--- config.mk ---
export PLATFORM = sky130hd
export DESIGN_NAME = rr_arbiter16
export DESIGN_NICKNAME = d
export VERILOG_FILES = /design/src/rtl/rr_arbiter16.sv
export SDC_FILE = /design/constraint.sdc
export NUM_CORES = 1
export LEC_CHECK = 0
export ABC_AREA = 1
export CORE_MARGIN = 1
export CORE_UTILIZATION = 45
export CTS_CLUSTER_SIZE = 40
export DETAILED_ROUTE_END_ITERATION = 6
export PLACE_DENSITY = 0.69
export REMOVE_ABC_BUFFERS = 1
export SLEW_MARGIN = 25
export SYNTH_ARGS = -nofsm -noshare
export SYNTH_HDL_FRONTEND = slang
export SYNTH_SLANG_ARGS = --single-unit
--- constraint.sdc ---
create_clock -name clk -period 3.89 [get_ports clk]
set_input_delay 0.389 -clock clk [delete_from_list [all_inputs] [get_ports clk]]
set_output_delay 0.389 -clock clk [all_outputs]
set_load 0.01 [all_outputs]
--- src/rtl/rr_arbiter16.sv ---
// 16-requester round-robin arbiter with held grants, driving a 16:1 mux select.
// Optional forced release after TIMEOUT unacknowledged cycles when ARB_TIMEOUT_EN is defined.
module rr_arbiter16 #(
    parameter int unsigned TIMEOUT = 255
) (
    input  logic        clk,
    input  logic        rst_n,
    input  logic [15:0] req_i,
    input  logic        ack_i,
    output logic        grant_valid_o,
    output logic [3:0]  grant_sel_o,
    output logic [15:0] grant_onehot_o,
    output logic        timeout_o
);

    typedef enum logic [0:0] {StIdle, StGrant} state_e;

    state_e      state_q, state_d;
    logic [3:0]  ptr_q, ptr_d;
    logic [3:0]  sel_q, sel_d;
    logic [15:0] onehot_q, onehot_d;

    logic [3:0]  arb_ptr;
    logic [15:0] arb_req;
    logic [31:0] arb_dbl;
    logic [15:0] arb_rot;
    logic [3:0]  arb_off;
    logic        arb_found;
    logic [3:0]  arb_win;

`ifdef ARB_TIMEOUT_EN
    localparam int unsigned CntW = $clog2(TIMEOUT + 1);

    logic [CntW-1:0] cnt_q, cnt_d;
    logic            timeout_q, timeout_d;
    logic            expire;

    assign expire = (cnt_q == CntW'(TIMEOUT - 1));
`endif

    // In GRANT the search starts after the current holder, which is masked out.
    always_comb begin
        if (state_q == StGrant) begin
            arb_ptr = sel_q + 4'd1;
            arb_req = req_i & ~onehot_q;
        end else begin
            arb_ptr = ptr_q;
            arb_req = req_i;
        end
        arb_dbl   = {arb_req, arb_req} >> arb_ptr;
        arb_rot   = arb_dbl[15:0];
        arb_found = |arb_rot;
        arb_off   = 4'd0;
        for (int i = 15; i >= 0; i--) begin
            if (arb_rot[i]) begin
                arb_off = 4'(i);
            end
        end
        arb_win = arb_ptr + arb_off;
    end

    always_comb begin
        state_d = state_q;
        ptr_d   = ptr_q;
        sel_d   = sel_q;
`ifdef ARB_TIMEOUT_EN
        cnt_d     = cnt_q;
        timeout_d = 1'b0;
`endif
        case (state_q)
            StIdle: begin
                if (arb_found) begin
                    state_d = StGrant;
                    sel_d   = arb_win;
`ifdef ARB_TIMEOUT_EN
                    cnt_d = '0;
`endif
                end
            end
            StGrant: begin
                if (ack_i) begin
                    ptr_d = sel_q + 4'd1;
                    if (arb_found) begin
                        sel_d = arb_win;
`ifdef ARB_TIMEOUT_EN
                        cnt_d = '0;
`endif
                    end else begin
                        state_d = StIdle;
                    end
                end else if (!req_i[sel_q]) begin
                    ptr_d   = sel_q + 4'd1;
                    state_d = StIdle;
                end
`ifdef ARB_TIMEOUT_EN
                else if (expire) begin
                    ptr_d     = sel_q + 4'd1;
                    state_d   = StIdle;
                    timeout_d = 1'b1;
                end else begin
                    cnt_d = cnt_q + CntW'(1);
                end
`endif
            end
        endcase
        onehot_d = (state_d == StGrant) ? (16'h0001 << sel_d) : 16'h0000;
    end

    always_ff @(posedge clk or negedge rst_n) begin
        if (!rst_n) begin
            state_q  <= StIdle;
            ptr_q    <= 4'd0;
            sel_q    <= 4'd0;
            onehot_q <= 16'h0000;
        end else begin
            state_q  <= state_d;
            ptr_q    <= ptr_d;
            sel_q    <= sel_d;
            onehot_q <= onehot_d;
        end
    end

`ifdef ARB_TIMEOUT_EN
    always_ff @(posedge clk or negedge rst_n) begin
        if (!rst_n) begin
            cnt_q     <= '0;
            timeout_q <= 1'b0;
        end else begin
            cnt_q     <= cnt_d;
            timeout_q <= timeout_d;
        end
    end

    assign timeout_o = timeout_q;
`else
    assign timeout_o = 1'b0;
`endif

    assign grant_valid_o  = (state_q == StGrant);
    assign grant_sel_o    = sel_q;
    assign grant_onehot_o = onehot_q;

endmodule

==> results of run 1 <==
## flip-flops by register name, indices dropped and copies added, names as in the netlist
name            flops
grant_onehot_o     16
grant_sel_o         4
grant_valid_o       1
ptr_q               4
## layout make-up
class	count	area [um^2]
Timing Repair Buffer	75	749
Timing Repair inverter	1	8.76
Sequential cell	25	627
Clock buffer	4	45.0
Multi-Input combinational cell	345	2040
Tap cell	72	90.1
Fill cell	494	1830
Inverter	39	154
## synth_stat cells (all sizes together)
cell	n
xnor2	1
o31ai	1
o21ai	28
dfrtp	25
nor3	1
xor2	4
o21a	3
nand3	56
o32ai	2
ha	3
o21bai	1
a21boi	1
nand4	5
and2	2
a31oi	4
or2	1
nand2	170
a21oi	19
nor2	37
buf	14
o211ai	2
o2111ai	2
clkbuf	1
inv	39
conb	1
fa	1
## through the flow
| stage | utilization [%] | hold WS, ns |
|---|---|---|
| final | 67.0 | 0.0970 |
| after CTS | 56.9 | 0.109 |
| after detailed placement | 56.1 | 0.396 |
| after global placement | 56.1 | 0.560 |
| after floorplan | - | 0.0934 |
| after global routing | 67.0 | 0.138 |
## worst reg2reg max path, cell delays in order, from the launching register on
cell,delay [ns]
dfrtp_1,0.42
ha_4,0.30
nand2_2,0.07
o21ai_4,0.15
clkbuf_16,0.22
nand3_1,0.17
nand3_2,0.14
nand3_2,0.11
buf_4,0.15
a21oi_1,0.17
inv_1,0.08
a31oi_1,0.13
nor2_1,0.05
o21bai_1,0.15
a31oi_2,0.16
fa_2,0.60
inv_2,0.05
o21ai_4,0.23
inv_2,0.10
nand3_1,0.16
nor2_1,0.07
## path summary, 6_finish.rpt
check	start	endpoint	slack (ns)	cells after the start
worst max register to register	grant_sel_o[0]	grant_onehot_o[9]	0.1	20
max in group asynchronous	rst_n	grant_valid_o	3.40	1
worst min-delay path	rst_n	grant_onehot_o[15]	0.1	1
worst max-delay path	grant_sel_o[0]	grant_onehot_o[9]	0.1	20
worst min register to register	ptr_q[2]	ptr_q[2]	0.58	2
min in group clk	ptr_q[2]	ptr_q[2]	0.58	2
## metal layers
metal	track usage, %	vias to the layer above	routed length, um	part of all wire (%)
met4	5.37	0	141	1.6
met1	35.1	1436	3640	41
li1	-	1507	-	-
met5	0	-	0	0
met3	1.74	18	413	4.6
met2	47.6	133	4730	53
## cell families (layout without fill, tap and decap cells)
family / after synthesis / in the layout
simple gates: 272 / 272
compound gates: 63 / 63
buf+inv: 54 / 119
flops: 25 / 25
xor+xnor: 5 / 5
fa+ha+maj: 4 / 4
other cells: 1 / 1
## what timing repair did
item                       CTS  global route
setup endpoints to repair    1            17
resized for setup            1            76
gates cloned                 0             4
setup buffers                0            16
pin swaps                    0            30
==> flow_summary_export.csv, run 1 <==
group,metric,value,unit
timing,period_minus_slack,3.79,ns
logic_synthesis,synthDistinctLibCells,42,
logic_synthesis,synth_compound_area_share,15.9,%
setup_path,cp_cell_sequence,"ha_4, nand2_2, o21ai_4, clkbuf_16, nand3_1, nand3_2, nand3_2, buf_4, a21oi_1, inv_1, a31oi_1, nor2_1, o21bai_1, a31oi_2, fa_2, inv_2, o21ai_4, inv_2, nand3_1, nor2_1",
timing,setup_tns,0,ns
clock_network,ctsRootBufferMaster,"clkbuf_8",
logic_synthesis,postSynthCellCount,424,
timing,finalMaxSlewViolations,0,
finish,final_common_cell,"nand2_1",
logic_synthesis,synth-simple-area-share,45.4,%
setup_path,slowest_stage,"fa_2",
setup_path,end_kind,"register",
clock_network,cts_made_buffers,3,
timing,post-route-period-util,97.5,%
placement,pre_cts_ws,-0.0118,ns
logic_synthesis,synthAdderAreaFrac,2.21,%
finish,stdcell_area,3710,um^2
placement,routabilityCongestion,0.895,
timing,hold_viol_final,0,
timing,maxSlewHeadroom,58.4,%
floorplan,dieArea,6100,um^2
clock_network,htreeDepth,1,
logic_synthesis,syn_area,2600,um^2
timing,setup_violations,0,
logic_synthesis,synth_top_family_by_area,"simple AND/OR/NAND/NOR gates",
setup_path,critPathArrivalTime,3.95,ns
finish,mostFrequentLayoutCells,"148 x nand2_1, 38 x clkdlybuf4s50_1, 31 x nor2_1",
setup_path,crit_fanout,6,
drt,drc,0,
drt,antenna_left,0,
timing,max_freq,0.264,GHz
placement,port_buffers,39,
setup_path,path_buf_inv,5,
status,outcome,"completed",
finish,drive_above_1_share,25.8,%
global_route,grt-ovfl-total,0,
finish,final_cell_count_no_fill,561,
logic_synthesis,yosys_register_bits,25,
logic_synthesis,synth_area_leaders,"dfrtp_1 24%, nand2_1 23%, nand3_1 10%",
placement,dpl.hpwl,6.36,mm
setup_path,crit_family,"compound AO/OA/AOI/OAI gates",
clock_network,hold_buffers,0,
floorplan,die_w,78.1,um
global_route,grt_max_degree,26,
drt,totalWireLength,8.92,mm
timing,skew,0.00367,ns
logic_synthesis,synth_warnings,0,
global_route,grt_pass1_vias,2642,
drt,via_count,3094,
setup_path,max_stage_delay,0.60,ns
floorplan,io_pins,41,
floorplan,rows,27,
global_route,grt_pass1_wl,12.7,mm
logic_synthesis,synth_top_area_cell,"dfrtp_1",
drt,viasPerCell,5.52,
drt,first_iter_violations,227,
clock_network,cts_tree,"built",
clock_network,cts_sinks,25,
logic_synthesis,synth.yosys.seq_area_share,24.0,%
finish,area_growth,42.5,%
job,cap_violations,0,
floorplan,coreArea,5540,um^2
placement,placed_area,3110,um^2
timing,fin_ws,0.0975,ns
finish,nets,513,
floorplan,start_util,47.0,%
logic_synthesis,synth_xor_area_share,1.68,%
global_route,antenna_found_initial,0,
worst_hold_path,hp-class,"input pin to async pin",
clock_network,clkSlewWorstSetupHoldPaths,0.08,ns
timing,worst_pin_slew,0.623,ns
logic_synthesis,synth_top_area_share,24.0,%
global_route,grtUsageTotal,26.6,%
setup_path,worstSetupPathType,"register to register",
logic_synthesis,synthMuxAreaShare,0,%
logic_synthesis,synth.avg_cell_area,6.14,um^2
floorplan,die_y,78.1,um
clock_network,clk_latency,0.27,ns
drt,wire_per_inst,15.9,um
setup_path,start_kind,"register",
finish,diodes,0,
setup_path,cp_data_required_time,4.04,ns
clock_network,cts_buffer_depth,2,
placement,place_inst,537,
drt,drt_pass1_iterations,6,
Power of run 1 is not shown: default switching activity piles up to over one toggle a cycle in this logic, so the estimate is an artifact.
==> inputs of run 2 (changes only) <==
--- a/config.mk
+++ b/config.mk
@@ -10,6 +10,7 @@
 export CORE_UTILIZATION = 45
 export CTS_CLUSTER_SIZE = 40
 export DETAILED_ROUTE_END_ITERATION = 6
+export HOLD_SLACK_MARGIN = 0.02
 export PLACE_DENSITY = 0.69
 export REMOVE_ABC_BUFFERS = 1
 export SLEW_MARGIN = 25
==> results of run 2 <==
Final layout, timing and power as in run 1 (identical DEF).
Power of run 2 is left out for the same reason.
==> inputs of run 3 (changes only) <==
--- a/config.mk
+++ b/config.mk
@@ -5,7 +5,6 @@
 export SDC_FILE = /design/constraint.sdc
 export NUM_CORES = 1
 export LEC_CHECK = 0
-export ABC_AREA = 1
 export CORE_MARGIN = 1
 export CORE_UTILIZATION = 45
 export CTS_CLUSTER_SIZE = 40
==> flow_summary_export.csv, run 3 <==
group,metric,value,unit
drt,wire_per_inst,18.7,um
logic_synthesis,syn_area,2430,um^2
timing,fin_ws,-0.213,ns
timing,skew,0.00185,ns
timing,hold_slack,0.101,ns
floorplan,rows,26,
floorplan,start_util,47.3,%
placement,port_buffers,39,
global_route,grt_pass1_vias,2434,
setup_path,crit_family,"multiplexers",
logic_synthesis,synthDistinctLibCells,51,
logic_synthesis,postSynthCellCount,245,
logic_synthesis,synth_top_area_share,27.6,%
timing,worst_pin_slew,0.569,ns
clock_network,clk_latency,0.27,ns
setup_path,crit_start,"grant_sel_o[0]",
clock_network,hold_buffers,0,
logic_synthesis,yosys_register_bits,25,
timing,period_minus_slack,4.10,ns
clock_network,htreeDepth,1,
timing,post-route-period-util,105,%
status,outcome,"finished with violations",
logic_synthesis,synth_area_leaders,"mux2i_1 28%, dfrtp_1 26%, mux2_2 5.1%",
finish,fill_cells,399,
floorplan,die_y,75.5,um
logic_synthesis,synth_top_flop_cell,"dfrtp_1",
setup_path,worstSetupPathType,"register to register",
floorplan,dieArea,5700,um^2
timing,max_freq,0.244,GHz
drt,drc,0,
setup_path,cp_cell_sequence,"ha_4, mux2_4, mux2i_2, mux2i_1, mux2i_1, mux2_4, a211oi_2, o31ai_1, a211oi_1, nor3_1, nor3_1, buf_4, fa_2, o32a_1, a21o_1, nor2_1",
clock_network,cts_sinks,25,
logic_synthesis,synth_most_common_cell,"mux2i_1",
global_route,grt_max_degree,26,
drt,viasPerCell,5.68,
placement,routabilityCongestion,0.911,
clock_network,clkSlewWorstSetupHoldPaths,0.09,ns
status,violations,"negative setup slack",
finish,largest_register_ffs,16,
setup_path,max_stage_delay,0.46,ns
setup_path,r2r_setup_slack,-0.21,ns
drt,totalWireLength,7.79,mm
finish,nets,370,
timing,finalMaxSlewViolations,0,
setup_path,worstSetupEndpoint,"grant_onehot_o[9]",
setup_path,crit_fanout,8,
floorplan,coreArea,5140,um^2
clock_network,cts_made_buffers,3,
global_route,grt-ovfl-total,0,
drt,antenna_left,0,
logic_synthesis,synth_top_area_cell,"mux2i_1",
timing,rsz0062_at_grt,"true",
setup_path,path_buf_inv,1,
drt,first_iter_violations,145,
logic_synthesis,synthTopCellsByCount,"67 x mux2i_1, 25 x dfrtp_1, 18 x nor2_1",
finish,area_growth,50.9,%
finish,fin_util,71.3,%
logic_synthesis,synth-edff-count,0,
setup_path,start_kind,"register",
finish,final_common_cell,"buf_4",
drt,drt_pass1_iterations,4,
global_route,antenna_found_initial,0,
logic_synthesis,synth_warnings,0,
timing,setup_violations,17,
setup_path,slowest_stage,"fa_2",
placement,dpl.hpwl,5.47,mm
finish,mostFrequentLayoutCells,"64 x buf_4, 50 x mux2i_1, 38 x clkdlybuf4s50_1",
setup_path,crit_cells,16,
finish,diodes,0,
logic_synthesis,synth.avg_cell_area,9.92,um^2
clock_network,ctsRootBufferMaster,"clkbuf_8",
global_route,grt_pass1_wl,12.0,mm
floorplan,die_w,75.5,um
logic_synthesis,synth.yosys.seq_area_share,25.7,%
setup_path,cp_data_required_time,4.09,ns
finish,drive_above_1_share,41.6,%
timing,hold_viol_final,0,
setup_path,critPathArrivalTime,4.30,ns
setup_path,end_kind,"register",
drt,via_count,2363,
clock_network,cts_buffer_depth,2,
clock_network,cts_tree,"built",
logic_synthesis,synth-async-reset-ratio,100,%
setup_path,r2r_start,"grant_sel_o[0]",
floorplan,io_pins,41,
global_route,grtUsageTotal,28.6,%
job,cap_violations,0,
setup_path,r2r-end,"grant_onehot_o[9]",
worst_hold_path,hp-class,"input pin to async pin",
timing,maxSlewHeadroom,62.0,%
setup_path,reg2reg_depth,16,
-- run 3: cell families after synthesis --
group,count (synthesis),synth area share [%]
flip-flops,25,25.7
multiplexers,83,37.0
AND/OR/NAND/NOR,56,12.0
XOR/XNOR,5,2.42
AO/OA/AOI/OAI,49,14.8
other,1,0.154
buffers and inverters,22,5.46
adder cells (fa/ha/maj),4,2.37
-- run 3: final cells by class --
class	instances	area, um^2	share of cell area, %
Multi-Input combinational cell	201	1940	52.8
Timing Repair Buffer	109	942	25.7
Sequential cell	25	627	17.1
Tap cell	70	87.6	2.39
Clock buffer	4	45.0	1.23
Inverter	7	28.8	0.785
-- run 3: worst min-delay path by stage --
stage / start / end / depth (start not counted)
floorplan: rst_n / grant_onehot_o[0] / 0
global placement: ptr_q[2] / ptr_q[2] / 1
detailed placement: rst_n / ptr_q[3] / 1
CTS: rst_n / ptr_q[3] / 1
global route: rst_n / ptr_q[3] / 1
finish: rst_n / ptr_q[1] / 1
-- run 3: routing by layer --
layer	routed length [um]	part of all wire [%]	up-vias	track usage (%)
met5	0	0	-	0
met4	161	2.1	0	10.5
met3	316	4.1	14	1.85
met2	3780	49	72	50.2
met1	3530	45	1153	37.3
li1	-	-	1124	-
-- run 3: timing repair --
action | 4_1_cts | 5_1_grt
setup endpoints to repair | 18 | 19
resized for setup | 34 | 28
pin swaps | 12 | 9
setup buffers | 9 | 1
gates cloned | 3 | 0
-- run 3: through the flow --
step | cells | worst slack [ns] | TNS (ns) | cell area [um^2]
final | 416 | -0.213 | -2.89 | 3670
after global routing | 416 | -0.350 | -5.43 | 3670
after CTS | 415 | -0.112 | -0.655 | 3560
after detailed placement | 399 | -0.468 | -5.45 | 3270
after global placement | 399 | -0.361 | -4.46 | 3270
after floorplan | 230 | -1.19 | -18.52 | 2330
Power of run 3 is left out for the same reason.
